File: config.mk
export PLATFORM = sky130hd
export DESIGN_NAME = config_port_arbiter
export DESIGN_NICKNAME = d
export VERILOG_FILES = /design/src/rtl/config_port_arbiter_pkg.sv /design/src/rtl/config_idle_timer.sv /design/src/rtl/config_port_arbiter.sv
export SDC_FILE = /design/constraint.sdc
export NUM_CORES = 1
export LEC_CHECK = 0
export ABC_CLOCK_PERIOD_IN_PS = 3340
export CORE_ASPECT_RATIO = 0.5
export CORE_MARGIN = 2
export CORE_UTILIZATION = 52
export DETAILED_ROUTE_END_ITERATION = 10
export GPL_ROUTABILITY_DRIVEN = 0
export PLACE_DENSITY = 0.95
export SLEW_MARGIN = 20
export SYNTH_ARGS = -nofsm -noshare
export SYNTH_HDL_FRONTEND = slang
export SYNTH_SLANG_ARGS = --single-unit
File: constraint.sdc
create_clock -name CLK -period 3.34 [get_ports CLK]
set_input_delay 0.835 -clock CLK [delete_from_list [all_inputs] [get_ports CLK]]
set_output_delay 0.835 -clock CLK [all_outputs]
set_load 0.02 [all_outputs]
File: src/rtl/config_port_arbiter_pkg.sv
// Shared types and constants for the configuration write-port arbiter.
// State encoding, source identifiers and the default bitstream sync word.
package config_port_arbiter_pkg;

    typedef enum logic [1:0] {
        IDLE   = 2'd0,
        HEADER = 2'd1,
        DATA   = 2'd2
    } arb_state_t;

    localparam logic SRC_UART = 1'b0;
    localparam logic SRC_PAR  = 1'b1;

    localparam logic [31:0] SYNC_WORD_DEFAULT = 32'hFAB0_FAB1;

    // True when a strobed word matches the sync pattern
    function automatic logic is_sync(input logic strobe, input logic [31:0] word,
                                     input logic [31:0] sync);
        return strobe && (word == sync);
    endfunction

endpackage

File: src/rtl/config_idle_timer.sv
// Idle counter for the port owner; tc is high for the one cycle the count sits at all-ones.
// The count wraps to zero after terminal count so tc is a single-cycle pulse.
module config_idle_timer
    import config_port_arbiter_pkg::*;
#(
    parameter int WIDTH = 16
) (
    input  logic CLK,
    input  logic resetn,
    input  logic clr,
    input  logic en,
    output logic tc
);

    logic [WIDTH-1:0] cnt_r;

    assign tc = &cnt_r;

    // Idle cycle counter: clear wins, terminal count wraps, otherwise count when enabled
    always_ff @(posedge CLK or negedge resetn) begin
        if (!resetn) begin
            cnt_r <= {WIDTH{1'b0}};
        end else if (clr) begin
            cnt_r <= {WIDTH{1'b0}};
        end else if (tc) begin
            cnt_r <= {WIDTH{1'b0}};
        end else if (en) begin
            cnt_r <= cnt_r + {{(WIDTH-1){1'b0}}, 1'b1};
        end else begin
            cnt_r <= cnt_r;
        end
    end

endmodule

File: src/rtl/config_port_arbiter.sv
// Shares the config FSM write port between the UART loader and the parallel CPU port.
// A sync word claims the port; header/data framing is tracked to detect the desync end.
module config_port_arbiter
    import config_port_arbiter_pkg::*;
#(
    parameter logic [31:0] SYNC_WORD     = SYNC_WORD_DEFAULT,
    parameter int          DESYNC_FLAG   = 20,
    parameter int          NUM_ROWS      = 16,
    parameter int          TIMEOUT_WIDTH = 16
) (
    input  logic        CLK,
    input  logic        resetn,
    input  logic [31:0] uart_data,
    input  logic        uart_strobe,
    input  logic [31:0] par_data,
    input  logic        par_strobe,
    output logic [31:0] WriteData,
    output logic        WriteStrobe,
    output logic        FSM_Reset,
    output logic        uart_grant,
    output logic        par_grant,
    output logic        conflict,
    output logic        timeout_err
);

    localparam int FRAME_W = $clog2(NUM_ROWS + 1);

    arb_state_t         state_r;
    logic               owner_r;
    logic [FRAME_W-1:0] frame_cnt_r;
    logic [31:0]        write_data_r;
    logic               write_strobe_r;
    logic               fsm_reset_r;
    logic               uart_grant_r;
    logic               par_grant_r;
    logic               conflict_r;
    logic               timeout_err_r;

    logic [31:0] own_data_s;
    logic        own_strobe_s;
    logic        other_strobe_s;
    logic        uart_sync_s;
    logic        par_sync_s;
    logic        timer_clr_s;
    logic        timeout_s;

    assign uart_sync_s = is_sync(uart_strobe, uart_data, SYNC_WORD);
    assign par_sync_s  = is_sync(par_strobe, par_data, SYNC_WORD);

    // Steer the current owner's word and strobe, and flag the other source's strobe
    always_comb begin
        own_data_s     = 32'd0;
        own_strobe_s   = 1'b0;
        other_strobe_s = 1'b0;
        if (state_r == IDLE) begin
            own_data_s     = 32'd0;
            own_strobe_s   = 1'b0;
            other_strobe_s = 1'b0;
        end else if (owner_r == SRC_UART) begin
            own_data_s     = uart_data;
            own_strobe_s   = uart_strobe;
            other_strobe_s = par_strobe;
        end else begin
            own_data_s     = par_data;
            own_strobe_s   = par_strobe;
            other_strobe_s = uart_strobe;
        end
    end

    assign timer_clr_s = (state_r == IDLE) || own_strobe_s;

    config_idle_timer #(
        .WIDTH (TIMEOUT_WIDTH)
    ) u_idle_timer (
        .CLK    (CLK),
        .resetn (resetn),
        .clr    (timer_clr_s),
        .en     (!timer_clr_s),
        .tc     (timeout_s)
    );

    // Ownership FSM with registered forwarding, grant, conflict and timeout outputs
    always_ff @(posedge CLK or negedge resetn) begin
        if (!resetn) begin
            state_r        <= IDLE;
            owner_r        <= SRC_UART;
            frame_cnt_r    <= {FRAME_W{1'b0}};
            write_data_r   <= 32'd0;
            write_strobe_r <= 1'b0;
            fsm_reset_r    <= 1'b0;
            uart_grant_r   <= 1'b0;
            par_grant_r    <= 1'b0;
            conflict_r     <= 1'b0;
            timeout_err_r  <= 1'b0;
        end else begin
            write_strobe_r <= 1'b0;
            fsm_reset_r    <= 1'b0;
            conflict_r     <= 1'b0;
            case (state_r)
                IDLE: begin
                    if (uart_sync_s) begin
                        owner_r        <= SRC_UART;
                        uart_grant_r   <= 1'b1;
                        timeout_err_r  <= 1'b0;
                        write_data_r   <= uart_data;
                        write_strobe_r <= 1'b1;
                        conflict_r     <= par_sync_s;
                        state_r        <= HEADER;
                    end else if (par_sync_s) begin
                        owner_r        <= SRC_PAR;
                        par_grant_r    <= 1'b1;
                        timeout_err_r  <= 1'b0;
                        write_data_r   <= par_data;
                        write_strobe_r <= 1'b1;
                        state_r        <= HEADER;
                    end else begin
                        state_r <= IDLE;
                    end
                end
                HEADER, DATA: begin
                    conflict_r <= other_strobe_s;
                    // Timeout outranks a late owner word, which is dropped
                    if (timeout_s) begin
                        uart_grant_r  <= 1'b0;
                        par_grant_r   <= 1'b0;
                        timeout_err_r <= 1'b1;
                        fsm_reset_r   <= 1'b1;
                        state_r       <= IDLE;
                    end else if (own_strobe_s) begin
                        write_data_r   <= own_data_s;
                        write_strobe_r <= 1'b1;
                        if (state_r == HEADER) begin
                            if (own_data_s[DESYNC_FLAG]) begin
                                uart_grant_r <= 1'b0;
                                par_grant_r  <= 1'b0;
                                state_r      <= IDLE;
                            end else begin
                                frame_cnt_r <= FRAME_W'(NUM_ROWS);
                                state_r     <= DATA;
                            end
                        end else begin
                            frame_cnt_r <= frame_cnt_r - {{(FRAME_W-1){1'b0}}, 1'b1};
                            if (frame_cnt_r == {{(FRAME_W-1){1'b0}}, 1'b1}) begin
                                state_r <= HEADER;
                            end else begin
                                state_r <= DATA;
                            end
                        end
                    end else begin
                        state_r <= state_r;
                    end
                end
                default: begin
                    uart_grant_r <= 1'b0;
                    par_grant_r  <= 1'b0;
                    state_r      <= IDLE;
                end
            endcase
        end
    end

    assign WriteData   = write_data_r;
    assign WriteStrobe = write_strobe_r;
    assign FSM_Reset   = fsm_reset_r;
    assign uart_grant  = uart_grant_r;
    assign par_grant   = par_grant_r;
    assign conflict    = conflict_r;
    assign timeout_err = timeout_err_r;

endmodule

# Yosys cells after proc, flatten, opt, wreduce, memory -nomap -nowiden
# Cells that the tools add are included.
[op_classes]
add_sub_neg = 2
eq_ne = 16
muxes = 45
n_bitwise = 1
n_reduce_logical = 14
[ops]
columns = ["operator", "n"]
rows = [
  ["32-bit 2-to-1 mux", 6],
  ["32-bit == test, second input constant", 2],
  ["32-bit one-hot mux with 2 select lines", 1],
  ["16-bit 2-to-1 mux", 2],
  ["1-bit 2-to-1 mux", 23],
  ["16-bit by 1-bit adder with 16-bit output, second input constant", 1],
  ["16-bit AND reduction", 1],
  ["2-bit inequality test, second input constant", 7],
  ["3-bit inequality test, second input constant", 4],
  ["4-bit AND reduction", 3],
  ["2-bit 2-to-1 mux", 5],
  ["5-bit 2-to-1 mux", 2],
  ["1-bit one-hot mux with 2 select lines", 5],
  ["5-bit by 1-bit == test with 1-bit output, second input constant", 1],
  ["5-bit AND reduction", 1],
  ["5-bit by 1-bit subtractor with 5-bit output, second input constant", 1],
  ["2-bit one-hot mux with 2 select lines", 1],
  ["2-bit nonzero test", 2],
  ["3-bit AND reduction", 1],
  ["2-bit by 1-bit == test with 1-bit output, second input constant", 1],
  ["2-bit == test, second input constant", 1],
  ["1-bit logical AND", 2],
  ["2-bit logical NOT", 1],
  ["2-bit AND reduction", 1],
  ["other kinds (3)", 3],
]
[totals]
ff_bits = 62
input_bits = 68
out_inout_bits = 38
wordCells = 89

# Depth between registers and ports, before layout
# Gate-level depths: netlist of run 1.
[logic_depth]
ltp_word = 7
ltp_mapped = 10
mapped_depth_nobuf = 7

# By module
# A second synthesis of run 1 with hierarchy kept.
[unflattened]
cells_unflattened = 368
area_unflattened_um2 = 3737.3
[modules_own_cells]
columns = ["module", "instances", "cells_per_inst", "area_each_um2", "seq_area_each_um2"]
rows = [
  ["config_port_arbiter", 1, 272, 2813.9, 1151.1],
  ["config_idle_timer", 1, 96, 923.4, 400.4],
]

# Worst setup path after synthesis of run 1
# OpenSTA, ideal clock, no wires.
[synth_path]
kind = "input port to flip-flop"
startpoint = "input port uart_data[1]"
endpoint = "register write_data_r[10] (netlist: WriteData[10])"
setup_ns = 0.125
t_arrival_ns = 3.122
required_time_ns = 3.215
path_slack_ns = 0.094
stages = 6
path_buffers = 1
path_cell_list = "or4b_1 -> or4_4 -> or3_4 -> a311oi_4 -> buf_6 -> mux2_2"
[synth_via]
elab_chain_len = 4
elab_cells_between_ends = 6
classes_between = "2 x eq/ne; 2 x mux; 2 x reduce/logical"
[synth_rtl]
columns = ["item", "line_no", "rtl"]
rows = [
  ["start, declared", "config_port_arbiter.sv:13", "input logic [31:0] uart_data,"],
  ["32-bit == test (*)", "config_port_arbiter_pkg.sv:19", "return strobe && (word == sync);"],
  ["1-bit logical AND (*)", "config_port_arbiter_pkg.sv:19", ""],
  ["3-bit inequality test (no source line) / 32-bit 2-to-1 mux (equally long branches)", "n/a", ""],
  ["4-bit AND reduction (no source line) / 32-bit one-hot mux with 2 select lines (equally long branches)", "n/a", ""],
  ["end signal, assigned", "config_port_arbiter.sv:105", "write_data_r <= uart_data;"],
  ["end signal, assigned", "config_port_arbiter.sv:113", "write_data_r <= par_data;"],
  ["end signal, assigned", "config_port_arbiter.sv:130", "write_data_r <= own_data_s;"],
  ["end, declared", "config_port_arbiter.sv:31", "logic [31:0] write_data_r;"],
]
# Mark *: on every way between the ends. The rest lies on a longest branch, timed or not.
# A chain may end at the register's enable or synchronous reset.

# Worst setup path in the final report of run 1
[layout_path]
startpoint = "input port par_data[9]"
endpoint = "register write_data_r[26] (netlist: WriteData[26])"
[layout_via]
elab_chain_len = 4
[layout_rtl]
columns = ["item", "line_no", "rtl"]
rows = [
  ["start, declared", "config_port_arbiter.sv:15", "input logic [31:0] par_data,"],
  ["32-bit == test", "config_port_arbiter_pkg.sv:19", ""],
  ["1-bit logical AND", "config_port_arbiter_pkg.sv:19", ""],
  ["3-bit inequality test (no source line)", "n/a", ""],
  ["4-bit AND reduction (no source line)", "n/a", ""],
]
# No other way between the ends.

==> results.cfg, run 1 <==
[layout]
layout_commonest_cell = clkdlybuf4s50_1
layout-drive-gt1-share_pct = 19.6
n_antenna_cell = 0
final_nets = 589
multi_input_area_mm2 = 0.00207
area_delta_synth_final_pct = 50.3
final_cell_mix = clkdlybuf4s50_1 (100), dfrtp_1 (62), buf_4 (55), o2bb2ai_1 (32), nor2_1 (26)
fin_util_pct = 82.5
final-seq-area_mm2 = 0.00155
final_cells = 612
fillCellCount = 355

[yosys]
syn_area_mm2 = 0.00373
async_flop_share_pct = 100
dominantRegCellSynth = dfrtp_1
ys_ff_latch = 62
ys_warn_count = 0
syn_inst = 365
synthDistinctLibCells = 50
yosysSeqAreaShare_pct = 41.5
avgSynthCellArea_um2 = 10.2
synth_edf_count = 0
synthesis.nets = 439

[cts]
cts_made_buffers = 9
clk_pin_slew_ns = 0.06
root_buffer = clkbuf_16
clk_path_buf_depth = 2
holdBufCountCts = 0
cts_tree = yes
clkLatencyLatePin_ns = 0.35
cts.sinks = 62
ctsHtreeMaxLevel = 3
postCtsSetupBuffers = 0

[sta]
slew_violations = 0
max_freq_mhz = 305
fin_crit_sh_pct = 98.2
hold-worst-slack_ns = 0.463
finalHoldViolCount = 0
rsz0062_at_grt = no
skew_ns = 0.00710
min_period_ns = 3.28
layout_setup_ws_ns = 0.0614
maxSlewHeadroom_pct = 28.4
setup_viol = 0
worst_slew_pin_slew_ns = 1.07

[setup_path]
r2r-start = u_idle_timer.cnt_r[0]
cp.required_ns = 3.57
rrSetupSlack_ns = 0.85
crit_type = primary input to flip-flop
reg2regPathDepth = 7
worstSetupStartpointType = primary input
worstPathArrival_ns = 3.50
cp_max_fo = 4
r2r_end = WriteData[26]
end_kind = flip-flop
startpoint = par_data[9]
worstSetupEndpoint = WriteData[26]

[place]
portBuffers = 105
dpl.cell_count = 596
hpwl_mm = 9.18
dp_slack_ns = -0.395

[die]
die_w_um = 124
die_h_um = 63.9
pin_count = 106
die_area_mm2 = 0.00792
num_rows = 21
core_area_mm2 = 0.00681
initial_core_util_pct = 54.9

[global_routing]
first_global_vias = 4057
grt_pass1_wl_mm = 22.0
gr-usage-all-layers_pct = 36.9
antenna_found_initial = 0
grt_overflow = 0
grt_max_degree = 40

[power_and_ir_drop]
total_power_mw = 2.43
irDropWorstVdd_uv = 408
leakagePower_nw = 2.28
powerDensity_mw_per_mm2 = 433

[flow_run]
maxCapViolations = 0

[outcome]
status = finished, final reports clean

[route]
wl_met2_mm = 6.66
post-route-drc-count = 0
wl_met1_mm = 5.56
num_vias = 4163
viasPerCell = 6.80
first_pass_iters = 5
top_layer = met4
drt_wl_total_mm = 14.2
drtIter0Drc = 659
postRouteAntennaNets = 0
wl_met3_mm = 1.32
post_drt_wl_per_cell_um = 23.1

[hold_path]
hold_class = primary input to asynchronous set/reset pin
cells in the mapped netlist, types with 4 or more instances:
master     number  area [µm²]
dfrtp_1        62        1550
o2bb2ai_1      32         280
nor2_1         26        97.6
nor4_1         22         138
a22oi_1        19         143
a2bb2oi_1      19         166
clkbuf_1       18        67.6
mux2_2         15         169
nand2_1        15        56.3
mux2i_1        14         140
nand4_1        12        75.1
nand3_1         9        45.0
xor2_1          9        78.8
a21oi_1         8        40.0
inv_1           8        30.0
ha_1            6        75.1
and4_1          5        43.8
nand2b_1        5        31.3
nor4bb_1        5        50.1
o21ai_0         5        25.0
xnor2_1         4        35.0
state kept, by name (all words and copies together) (netlist names):
| signal | cells |
|---|---|
| FSM_Reset | 1 |
| WriteData | 32 |
| WriteStrobe | 1 |
| conflict | 1 |
| frame_cnt_r | 5 |
| owner_r | 1 |
| par_grant | 1 |
| state_r | 2 |
| timeout_err | 1 |
| u_idle_timer.cnt_r | 16 |
| uart_grant | 1 |
through the flow:
| stage | cell area, µm² | setup TNS [ns] |
|---|---|---|
| floorplan | 3730 | 0 |
| global placement | 5240 | -7.78 |
| detailed placement | 5240 | -9.70 |
| CTS | 5570 | -0.0336 |
| global route | 5610 | 0 |
| finish | 5610 | 0 |
cell type report:
class	instances	share of cell area [%]
clock buffers	10	4.26
inverters	8	0.535
multi-input cells	271	36.9
clock inverters	6	1.65
flip-flops and latches	62	27.6
well taps	92	2.05
repair buffers	163	26.9
report_power, final:
group	internal (mW)	leakage [nW]	switching, mW
combinational	0.282	1.31	0.225
clock	0.677	0.155	0.371
sequential	0.819	0.815	0.0530
total	1.78	2.28	0.650
worst min-delay path by stage:
stage                                      from               endpoint  cells after the start
final                                    resetn              FSM_Reset                      1
after global routing                     resetn              par_grant                      1
after CTS                                resetn              FSM_Reset                      1
after detailed placement  u_idle_timer.cnt_r[0]  u_idle_timer.cnt_r[0]                      1
after global placement    u_idle_timer.cnt_r[0]  u_idle_timer.cnt_r[0]                      1
after floorplan           u_idle_timer.cnt_r[0]  u_idle_timer.cnt_r[0]                      1
repair_timing:
item,CTS,global route
cloned,0,0
gates resized for setup,0,11
pin swaps,1,3
setup endpoints to repair,14,20
logic make-up after synthesis:
group                    Yosys count  share of synthesized area, %
buffers and inverters             32                          3.72
adder cells (fa/ha/maj)            6                          2.01
AO/OA/AOI/OAI                     94                          20.7
XOR/XNOR                          13                          3.05
AND/OR/NAND/NOR                  129                          20.7
flip-flops                        62                          41.5
multiplexers                      29                          8.27
critical path, stage by stage:
cell and delay [ns]:
clkdlybuf4s50_1 0.48, nor4bb_1 0.34, nand4_1 0.23, or4_1 0.61, a311oi_4 0.45, buf_4 0.22
mux2_2 0.34
routing by layer:
| metal | global-route usage [%] | vias up |
|---|---|---|
| li1 | - | 1749 |
| met1 | 46.6 | 2021 |
| met2 | 59.6 | 320 |
| met3 | 9.29 | 73 |
| met4 | 17.5 | 0 |
| met5 | 0 | - |
(Power assumes the default switching activity.)
==> run 2, diff against run 1 <==
Settings changed: CELL_PAD_IN_SITES_DETAIL_PLACEMENT from default to 0, CELL_PAD_IN_SITES_GLOBAL_PLACEMENT from default to 1, CORE_UTILIZATION 52 to 39, SLEW_MARGIN 20 to 0.
==> run 2 against run 1 <==
Against the previous run:
- clock power hardly changed
- die area rose by 32%
- non-clock buffer count down 2
- count of clock-buffer cells in the layout is the same
- sequential power is 1% lower
- core utilization is 22 points lower
- critical endpoint is now WriteData[16]
==> results.cfg, run 2 (same netlist as run 1, synthesis figures left out) <==
[cts]
cts.sinks = 62
cts_tree = yes
clk_path_buf_depth = 2
root_buffer = clkbuf_16
clk_pin_slew_ns = 0.05
clkLatencyLatePin_ns = 0.34
cts_made_buffers = 9
holdBufCountCts = 0
ctsHtreeMaxLevel = 3

[sta]
finalHoldViolCount = 0
setup_viol = 0
worst_slew_pin_slew_ns = 0.944
slew_violations = 0
max_freq_mhz = 305
maxSlewHeadroom_pct = 37.1
skew_ns = 0.00766
min_period_ns = 3.28
fin_crit_sh_pct = 98.1
layout_setup_ws_ns = 0.0637

[place]
dp_slack_ns = -0.358
hpwl_mm = 8.49
portBuffers = 105
dpl.cell_count = 622

[layout]
layout_commonest_cell = clkdlybuf4s50_1
n_antenna_cell = 0
fillCellCount = 758
area_delta_synth_final_pct = 51.4
final_nets = 587
final-seq-area_mm2 = 0.00155
final_cells = 639
layout-drive-gt1-share_pct = 19.1
largest_reg_flops = 32
multi_input_area_mm2 = 0.00207
final_cell_mix = clkdlybuf4s50_1 (99), dfrtp_1 (62), buf_4 (53), o2bb2ai_1 (32), nor2_1 (26)

[power_and_ir_drop]
irDropWorstVdd_uv = 245
powerDensity_mw_per_mm2 = 421
leakagePower_nw = 2.29
total_power_mw = 2.38

[global_routing]
grt_max_degree = 63
antenna_found_initial = 0
first_global_vias = 3600
grt_pass1_wl_mm = 18.5
grt_overflow = 0
gr-usage-all-layers_pct = 23.1

[route]
post_drt_wl_per_cell_um = 18.4
viasPerCell = 5.77
post-route-drc-count = 0
postRouteAntennaNets = 0
first_pass_iters = 5
num_vias = 3685
drt_wl_total_mm = 11.7
drtIter0Drc = 307

[hold_path]
min_to = u_idle_timer.cnt_r[0]
min_from = u_idle_timer.cnt_r[0]
hold_depth = 1
hold_class = flip-flop to flip-flop

[die]
initial_core_util_pct = 39.8
num_rows = 25
die_area_mm2 = 0.0104
core_area_mm2 = 0.00938
pin_count = 106
die_h_um = 73.2
die_w_um = 142

[setup_path]
r2r-start = state_r[0]
worstPathArrival_ns = 3.50
rrSetupSlack_ns = 0.80
cp_max_fo = 7
reg2regPathDepth = 7
crit_type = primary input to flip-flop
end_kind = flip-flop
worstSetupStartpointType = primary input
r2r_end = WriteData[16]
cp.required_ns = 3.56

[flow_run]
maxCapViolations = 0

[outcome]
status = finished, final reports clean
run 2: cell count changes in the layout (fill, tap and decap cells not counted), moves of 2 or more:
cell       before  now
buf_4          55   53
buf_6           2    0
a2bb2oi_1      16   19
a2bb2oi_2       3    0
run 2: timing repair:
action / in CTS / in global routing
setup endpoints to repair: 11 / 20
pin swaps: 0 / 4
resized for setup: 1 / 8
gates cloned: 0 / 1
buffers inserted: 0 / 0
run 2: metrics by stage:
stage / hold WS, ns / cell area (µm²) / setup TNS, ns / utilization, %
floorplan: 0.448 / 3730 / 0 / -
global placement: 0.471 / 5260 / -7.69 / 56.1
detailed placement: 0.480 / 5260 / -9.15 / 56.1
CTS: 0.485 / 5600 / 0 / 59.7
global route: 0.515 / 5650 / -0.00330 / 60.3
finish: 0.480 / 5650 / 0 / 60.3
run 2: worst max path at each step:
stage            startpoint             to  slack [ns]
2_1_floorplan  uart_data[1]  WriteData[10]        0.09
3_5_place_dp   uart_data[1]  WriteData[24]       -0.36
6_report        par_data[1]  WriteData[16]        0.06
5_1_grt         par_data[1]   WriteData[2]      -0.003
3_3_place_gp   uart_data[1]   WriteData[3]       -0.32
4_1_cts        uart_data[1]  WriteData[24]       0.002
run 2: layout make-up:
| class | count | area share (%) |
|---|---|---|
| Inverter | 8 | 0.531 |
| Sequential cell | 62 | 27.4 |
| Clock inverter | 6 | 1.66 |
| Timing Repair Buffer | 161 | 26.9 |
| Clock buffer | 10 | 4.23 |
| Multi-Input combinational cell | 271 | 36.6 |
| Tap cell | 121 | 2.68 |
run 2: layer usage:
| layer | track usage, % | up-vias | wire length (µm) |
|---|---|---|---|
| li1 | - | 1741 | - |
| met1 | 30.2 | 1806 | 5300 |
| met2 | 38.0 | 121 | 5580 |
| met3 | 5.05 | 17 | 679 |
| met4 | 9.13 | 0 | 171 |
| met5 | 0 | - | 0 |
run 2: power breakdown:
group | total [mW] | internal (mW) | leakage, nW | switching [mW]
Clock | 1.03 | 0.678 | 0.159 | 0.357
Sequential | 0.862 | 0.819 | 0.815 | 0.0430
Combinational | 0.486 | 0.278 | 1.32 | 0.208
run 2: critical path, cell delays in order:
cell,delay [ns]
clkdlybuf4s50_1,0.46
nor4b_4,0.31
buf_4,0.15
nand4_1,0.12
or4_4,0.58
a311oi_4,0.46
clkbuf_16,0.24
mux2_2,0.33
